## config.mk

```make
export PLATFORM = sky130hd
export DESIGN_NAME = id_stage_param
export DESIGN_NICKNAME = d
export VERILOG_FILES = /design/src/rtl/id_stage_param.sv
export SDC_FILE = /design/constraint.sdc
export NUM_CORES = 2
export LEC_CHECK = 0
export CAP_MARGIN = 15
export CORE_MARGIN = 2
export CORE_UTILIZATION = 65
export DETAILED_ROUTE_END_ITERATION = 12
export PLACE_DENSITY = 0.85
export SLEW_MARGIN = 25
export SYNTH_ARGS = -nofsm -noshare
export SYNTH_HDL_FRONTEND = slang
export SYNTH_SLANG_ARGS = --single-unit
```

## constraint.sdc

```tcl
create_clock -name i_clk -period 81.3 [get_ports i_clk]
set_clock_uncertainty 0.1 [all_clocks]
set_input_delay 12.195 -clock i_clk [delete_from_list [all_inputs] [get_ports i_clk]]
set_output_delay 12.195 -clock i_clk [all_outputs]
set_load 0.01 [all_outputs]
```

## src/rtl/id_stage_param.sv

```systemverilog
// MIPS decode stage: regfile, EX>MEM>WB forwarding, branch resolve, load-use stall, trap request FSM.
// ID/EX is registered (1 cycle); stall holds IF/ID and bubbles ID/EX; trap_req holds until trap_ack.
module id_stage_param #(
  parameter int DW       = 32,
  parameter int NREG     = 32,
  parameter int LOAD_LAT = 1,
  parameter int TRAP_EN  = 1,
  localparam int AW      = $clog2(NREG)
) (
  input  logic          i_clk,
  input  logic          i_reset,
  input  logic [31:0]   i_instr_id,
  input  logic [DW-1:0] i_pc4_id,
  input  logic          i_id_valid,
  input  logic [4:0]    i_alucode_id,
  input  logic          i_uses_rt,
  input  logic          i_flush_id,
  input  logic          i_ex_we,
  input  logic          i_ex_memread,
  input  logic [AW-1:0] i_ex_addr,
  input  logic [DW-1:0] i_ex_result,
  input  logic          i_mem_we,
  input  logic [AW-1:0] i_mem_addr,
  input  logic [DW-1:0] i_mem_data,
  input  logic          i_wb_we,
  input  logic [AW-1:0] i_wb_addr,
  input  logic [DW-1:0] i_wb_data,
  input  logic          i_trap_ack,
  output logic          o_stall,
  output logic          o_pc_write,
  output logic          o_br_taken,
  output logic [DW-1:0] o_br_addr,
  output logic          o_trap_req,
  output logic [DW-1:0] o_trap_pc,
  output logic          o_ex_valid,
  output logic [DW-1:0] o_ex_rs_data,
  output logic [DW-1:0] o_ex_rt_data,
  output logic [DW-1:0] o_ex_imm,
  output logic [AW-1:0] o_ex_rs_addr,
  output logic [AW-1:0] o_ex_rt_addr,
  output logic [AW-1:0] o_ex_rd_addr
);
  localparam logic [1:0] LP_CNT_INIT = 2'(LOAD_LAT - 1);

  typedef enum logic [1:0] {ST_IDLE, ST_REQ, ST_DRAIN} trap_st_t;

  trap_st_t      r_state;
  logic [DW-1:0] r_rf [NREG];
  logic [1:0]    r_cnt;
  logic          r_trap_req;
  logic [DW-1:0] r_trap_pc;
  logic          r_ex_valid;
  logic [DW-1:0] r_ex_rs_data, r_ex_rt_data, r_ex_imm;
  logic [AW-1:0] r_ex_rs_addr, r_ex_rt_addr, r_ex_rd_addr;

  logic [AW-1:0] w_rs, w_rt, w_rd;
  logic [DW-1:0] w_imm, w_a, w_b;
  logic [5:0]    w_op, w_funct;
  logic          w_haz, w_stall, w_cond, w_tcond, w_trap_det;

  assign w_rs    = AW'(i_instr_id[25:21]);
  assign w_rt    = AW'(i_instr_id[20:16]);
  assign w_rd    = AW'(i_instr_id[15:11]);
  assign w_op    = i_instr_id[31:26];
  assign w_funct = i_instr_id[5:0];
  assign w_imm   = {{(DW-16){i_instr_id[15]}}, i_instr_id[15:0]};

  // A load still in EX has no data yet, so it is never a forwarding source.
  always_comb begin
    if (i_ex_we && !i_ex_memread && i_ex_addr != '0 && i_ex_addr == w_rs) w_a = i_ex_result;
    else if (i_mem_we && i_mem_addr != '0 && i_mem_addr == w_rs)          w_a = i_mem_data;
    else if (i_wb_we && i_wb_addr != '0 && i_wb_addr == w_rs)             w_a = i_wb_data;
    else if (w_rs == '0)                                                  w_a = '0;
    else                                                                  w_a = r_rf[w_rs];
  end

  always_comb begin
    if (i_ex_we && !i_ex_memread && i_ex_addr != '0 && i_ex_addr == w_rt) w_b = i_ex_result;
    else if (i_mem_we && i_mem_addr != '0 && i_mem_addr == w_rt)          w_b = i_mem_data;
    else if (i_wb_we && i_wb_addr != '0 && i_wb_addr == w_rt)             w_b = i_wb_data;
    else if (w_rt == '0)                                                  w_b = '0;
    else                                                                  w_b = r_rf[w_rt];
  end

  assign w_haz = i_ex_memread && i_ex_addr != '0 && i_id_valid &&
                 (i_ex_addr == w_rs || (i_uses_rt && i_ex_addr == w_rt));
  assign w_stall = w_haz || r_cnt != 2'd0 || r_state != ST_IDLE;

  always_comb begin
    w_cond = 1'b0;
    case (i_alucode_id)
      5'b01010: w_cond = (w_a == w_b);
      5'b01011: w_cond = (w_a != w_b);
      5'b01100: w_cond = !w_a[DW-1];
      5'b01101: w_cond = !w_a[DW-1] && w_a != '0;
      5'b01110: w_cond = w_a[DW-1] || w_a == '0;
      5'b01111: w_cond = w_a[DW-1];
      default:  w_cond = 1'b0;
    endcase
  end

  assign o_br_taken = w_cond && i_id_valid && !w_stall && !i_flush_id;
  assign o_br_addr  = i_pc4_id + {w_imm[DW-3:0], 2'b00};

  always_comb begin
    w_tcond = 1'b0;
    if (w_op == 6'b000000) begin
      case (w_funct)
        6'b110100: w_tcond = (w_a == w_b);
        6'b110110: w_tcond = (w_a != w_b);
        6'b110000: w_tcond = ($signed(w_a) >= $signed(w_b));
        6'b110001: w_tcond = (w_a >= w_b);
        6'b110010: w_tcond = ($signed(w_a) < $signed(w_b));
        6'b110011: w_tcond = (w_a < w_b);
        default:   w_tcond = 1'b0;
      endcase
    end else if (w_op == 6'b000001) begin
      case (i_instr_id[20:16])
        5'b01100: w_tcond = (w_a == w_imm);
        5'b01110: w_tcond = (w_a != w_imm);
        5'b01000: w_tcond = ($signed(w_a) >= $signed(w_imm));
        5'b01001: w_tcond = (w_a >= w_imm);
        5'b01010: w_tcond = ($signed(w_a) < $signed(w_imm));
        5'b01011: w_tcond = (w_a < w_imm);
        default:  w_tcond = 1'b0;
      endcase
    end
  end

  assign w_trap_det = (TRAP_EN != 0) && w_tcond && i_id_valid && !w_stall;

  always_ff @(posedge i_clk or posedge i_reset) begin
    if (i_reset) begin
      for (int i = 0; i < NREG; i++) r_rf[i] <= '0;
    end else if (i_wb_we && i_wb_addr != '0) begin
      r_rf[i_wb_addr] <= i_wb_data;
    end
  end

  // The first stall cycle comes from the live hazard; the counter covers the rest.
  always_ff @(posedge i_clk or posedge i_reset) begin
    if (i_reset)                      r_cnt <= 2'd0;
    else if (w_haz && r_cnt == 2'd0)  r_cnt <= LP_CNT_INIT;
    else if (r_cnt != 2'd0)           r_cnt <= r_cnt - 2'd1;
  end

  always_ff @(posedge i_clk or posedge i_reset) begin
    if (i_reset) begin
      r_state    <= ST_IDLE;
      r_trap_req <= 1'b0;
      r_trap_pc  <= '0;
    end else begin
      case (r_state)
        ST_IDLE: if (w_trap_det) begin
          r_state    <= ST_REQ;
          r_trap_req <= 1'b1;
          r_trap_pc  <= i_pc4_id - DW'(4);
        end
        ST_REQ: if (i_trap_ack) begin
          r_state    <= ST_DRAIN;
          r_trap_req <= 1'b0;
        end
        ST_DRAIN: r_state <= ST_IDLE;
        default: begin
          r_state    <= ST_IDLE;
          r_trap_req <= 1'b0;
        end
      endcase
    end
  end

  always_ff @(posedge i_clk or posedge i_reset) begin
    if (i_reset) begin
      r_ex_valid   <= 1'b0;
      r_ex_rs_data <= '0;
      r_ex_rt_data <= '0;
      r_ex_imm     <= '0;
      r_ex_rs_addr <= '0;
      r_ex_rt_addr <= '0;
      r_ex_rd_addr <= '0;
    end else if (i_flush_id || w_stall || w_trap_det) begin
      r_ex_valid <= 1'b0;
    end else begin
      r_ex_valid   <= i_id_valid;
      r_ex_rs_data <= w_a;
      r_ex_rt_data <= w_b;
      r_ex_imm     <= w_imm;
      r_ex_rs_addr <= w_rs;
      r_ex_rt_addr <= w_rt;
      r_ex_rd_addr <= w_rd;
    end
  end

  assign o_stall      = w_stall;
  assign o_pc_write   = !w_stall;
  assign o_trap_req   = r_trap_req;
  assign o_trap_pc    = r_trap_pc;
  assign o_ex_valid   = r_ex_valid;
  assign o_ex_rs_data = r_ex_rs_data;
  assign o_ex_rt_data = r_ex_rt_data;
  assign o_ex_imm     = r_ex_imm;
  assign o_ex_rs_addr = r_ex_rs_addr;
  assign o_ex_rt_addr = r_ex_rt_addr;
  assign o_ex_rd_addr = r_ex_rd_addr;
endmodule
```

==> flow_metrics.py <==
metrics = {
    "status": {
        "outcome": "finished, final reports clean",
    },
    "die": {
        "core-area_sq_um": 99710,
        "dieHeight_um": 320.7,
        "dieArea_sq_um": 102900,
        "start_util": 0.6539,
        "pin_count": 370,
        "die_width_um": 320.7,
        "rows": 116,
    },
    "drt": {
        "drc": 0,
        "drt_iter0_drc": 6424,
        "drt_first_pass_iters": 8,
        "wl_per_cell_um": 34.65,
        "wirelength_um": 216800,
        "viasPerCell": 7.576,
        "ant_nets": 0,
        "vias": 47397,
    },
    "cells_and_area": {
        "area_growth_pct": 13.23,
        "final_cells": 6256,
        "multi_input_area_sq_um": 34240,
        "register_area_sq_um": 28830,
        "final_nets": 5136,
        "fillerInstances": 5946,
        "drive_gt1_frac": 0.4053,
        "postLayoutCoreUtil": 0.7404,
        "design_area_sq_um": 73820,
    },
    "cts": {
        "post_cts_buffers": 0,
        "clk_root_buffer_cell": "clkbuf_16",
        "numCtsBuffers": 118,
        "cts.clk_slew.worst_paths_ps": 60,
        "h-tree-depth": 3,
        "clock_path_buffers": 3,
        "cts_resized": 0,
        "cts_tree": "yes",
        "numClockSinks": 1152,
        "holdBufCountCts": 0,
        "clock_latency_ps": 750,
    },
    "sta": {
        "hold_violations": 0,
        "grt_setup_unrepaired": "false",
        "drv_slew": 0,
        "min_period_over_period": 0.3935,
        "hold_slack_ps": 298.0,
        "worstMarginPinSlew_ps": 1161,
        "slew_headroom": 0.2180,
        "finalCriticalPeriod_ps": 31990,
        "fin_tns_setup_ps": 0,
        "timing.final.setup_violations": 0,
        "fmax_mhz": 31.26,
        "worst_slack_ps": 49310,
    },
    "placed_design": {
        "place_ws_ps": 49680,
        "place.detailed.hpwl_um": 128800,
        "numPortBuffers": 369,
        "place_area_sq_um": 69670,
        "dpl.cell_count": 6026,
        "routabilityCongestion": 0.9948,
    },
    "global_route": {
        "grt_max_degree": 192,
        "overflow": 0,
        "grt_pass1_vias": 48243,
        "antenna_found_initial": 11,
        "grtUsageTotal": 0.4233,
        "grt_pass1_wl_um": 318700,
    },
    "power_and_ir_drop": {
        "power_density_nw_per_um2": 24.49,
        "fin_total_pwr_mw": 1.808,
        "irDropWorstVdd_uv": 18.46,
        "leakage_nw": 32.12,
    },
    "worst_setup_path": {
        "arrival_ps": 19700,
        "crit_path_start": "i_instr_id[17]",
        "crit_fanout": 80,
        "cpMaxStageDelayCell": "buf_4",
        "crit_cells": 18,
        "cp.buffers_inverters": 4,
        "end_kind": "primary output",
        "required_ps": 69000,
        "crit_chain": "buf_8 -> buf_4 -> buf_4 -> mux4_2 -> mux4_2 -> mux2i_1 -> o21ai_0 -> mux2_2 -> mux2i_1 -> ha_1 -> nand3_1 -> or4_1 -> nor3_1 -> nand4_1 -> xor2_1 -> o32a_1 -> a31oi_1 -> clkdlybuf4s50_1",
        "timing_worst_setup_path_type": "input pin to primary output",
        "r2r-start": "r_rf[789]$_DFFE_PP0P_",
        "rr_worst_depth": 16,
        "critPathLaunchType": "input pin",
        "cpPeakStageDelay_ps": 850,
        "critPathTopFamily": "buffers and inverters",
    },
    "yosys": {
        "netlist_instances": 4710,
        "synth-seq-cells": 1152,
        "yosys-top-cells-count": "1152 x dfrtp_1, 1114 x mux2_2, 488 x mux4_2",
        "yosysMostFrequentCell": "dfrtp_1",
        "async_reset_ff_frac": 1.000,
        "yosys.area.top_type": "dfrtp_1",
        "syn_area_per_cell_sq_um": 13.84,
        "netlist_area_sq_um": 65200,
        "synth.area.top_cells": "dfrtp_1 44%, mux2_2 19%, mux4_2 17%, mux2i_1 4.3%, ha_1 1.8%",
        "yosysWarnings": 0,
        "synthesis.nets": 4996,
        "ys_types": 79,
        "synth_edf_count": 0,
        "synth_top_flop_cell": "dfrtp_1",
        "synth_top_area_frac": 0.4422,
        "synth-seq-area-share": 0.4422,
    },
    "hold_path": {
        "hold_depth": 0,
        "min-delay-start": "r_rf[1012]$_DFFE_PP0P_",
        "hold_path.class": "flop to flop",
    },
    "run": {
        "maxCapViolCount": 0,
    },
}
==> logic make-up after synthesis <==
| logic type | synth area share |
|---|---|
| XOR/XNOR | 0.01128 |
| AND/OR/NAND/NOR | 0.03239 |
| multiplexers | 0.4048 |
| AO/OA/AOI/OAI | 0.05477 |
| buffers and inverters | 0.03610 |
| adder cells (fa/ha/maj) | 0.01854 |
| flip-flops | 0.4422 |
==> registers in the layout (all words and copies together), names as in the netlist, 2 cells and up <==
register / cells
o_ex_imm: 16
o_ex_rs_addr: 5
o_ex_rs_data: 32
o_ex_rt_addr: 5
o_ex_rt_data: 32
o_trap_pc: 32
r_cnt: 2
r_rf: 1024
r_state: 2
==> path summary, 6_finish.rpt <==
check | endpoint | slack, ps
hold reg to reg | r_rf[1012]$_DFFE_PP0P_ | 300
max in group asynchronous | r_rf[778]$_DFFE_PP0P_ | 65970
setup / recovery | o_br_taken | 49310
min in group asynchronous | o_trap_pc[0]$_DFFE_PP0P_ | 11900
setup reg to reg | o_ex_rt_addr[0]$_DFFE_PP0N_ | 73960
hold / removal | r_rf[1012]$_DFFE_PP0P_ | 300
==> where the power goes <==
| group | internal, mW | switching, mW | leakage [nW] |
|---|---|---|---|
| combinational | 0.252 | 0.209 | 15.3 |
| clock | 0.334 | 0.241 | 2.00 |
| sequential | 0.683 | 0.0894 | 14.8 |
| total | 1.27 | 0.539 | 32.1 |
==> cells in the final DEF, fill, tap and decap left out, drive strengths merged, types with 39 or more instances in the layout <==
| cell type | n |
|---|---|
| o21ai | 103 |
| mux2 | 1114 |
| nor3 | 39 |
| a21oi | 74 |
| nor2 | 142 |
| ha | 95 |
| a221oi | 77 |
| buf | 144 |
| inv | 77 |
| clkbuf | 165 |
| nand2 | 108 |
| mux4 | 490 |
| mux2i | 280 |
| a22oi | 72 |
| clkdlybuf4s50 | 352 |
| dfrtp | 1152 |
| xnor2 | 51 |
==> metal layers <==
layer / track usage / share of wire
met1: 0.5294 / 0.34
met2: 0.6087 / 0.44
met3: 0.1632 / 0.14
met4: 0.2951 / 0.078
met5: 0.004728 / 0.00030
==> worst reg2reg max path: stages (launching register included) <==
cell and delay, ps:
dfrtp_1 390, mux4_2 500, mux4_2 510, a21oi_1 800, o22ai_1 400, ha_1 440, nand4_1 120, nor4_1 690
nand2_1 140, or3_1 480, xor2_1 160, o32ai_1 100, a211oi_1 250, a41oi_1 150, a21bo_4 750, buf_4 750
mux2_2 490
==> area by class of cell <==
cell class              instances  area share
repair buffers                496     0.06437
flip-flops and latches       1152      0.3905
multi-input cells            3009      0.4638
inverters                      73    0.003847
clock buffers                 165     0.04580
clock inverters                52    0.009339
well taps                    1298     0.02200
diodes                         11   0.0003729
Note: power is estimated with default switching activity, not from simulation.
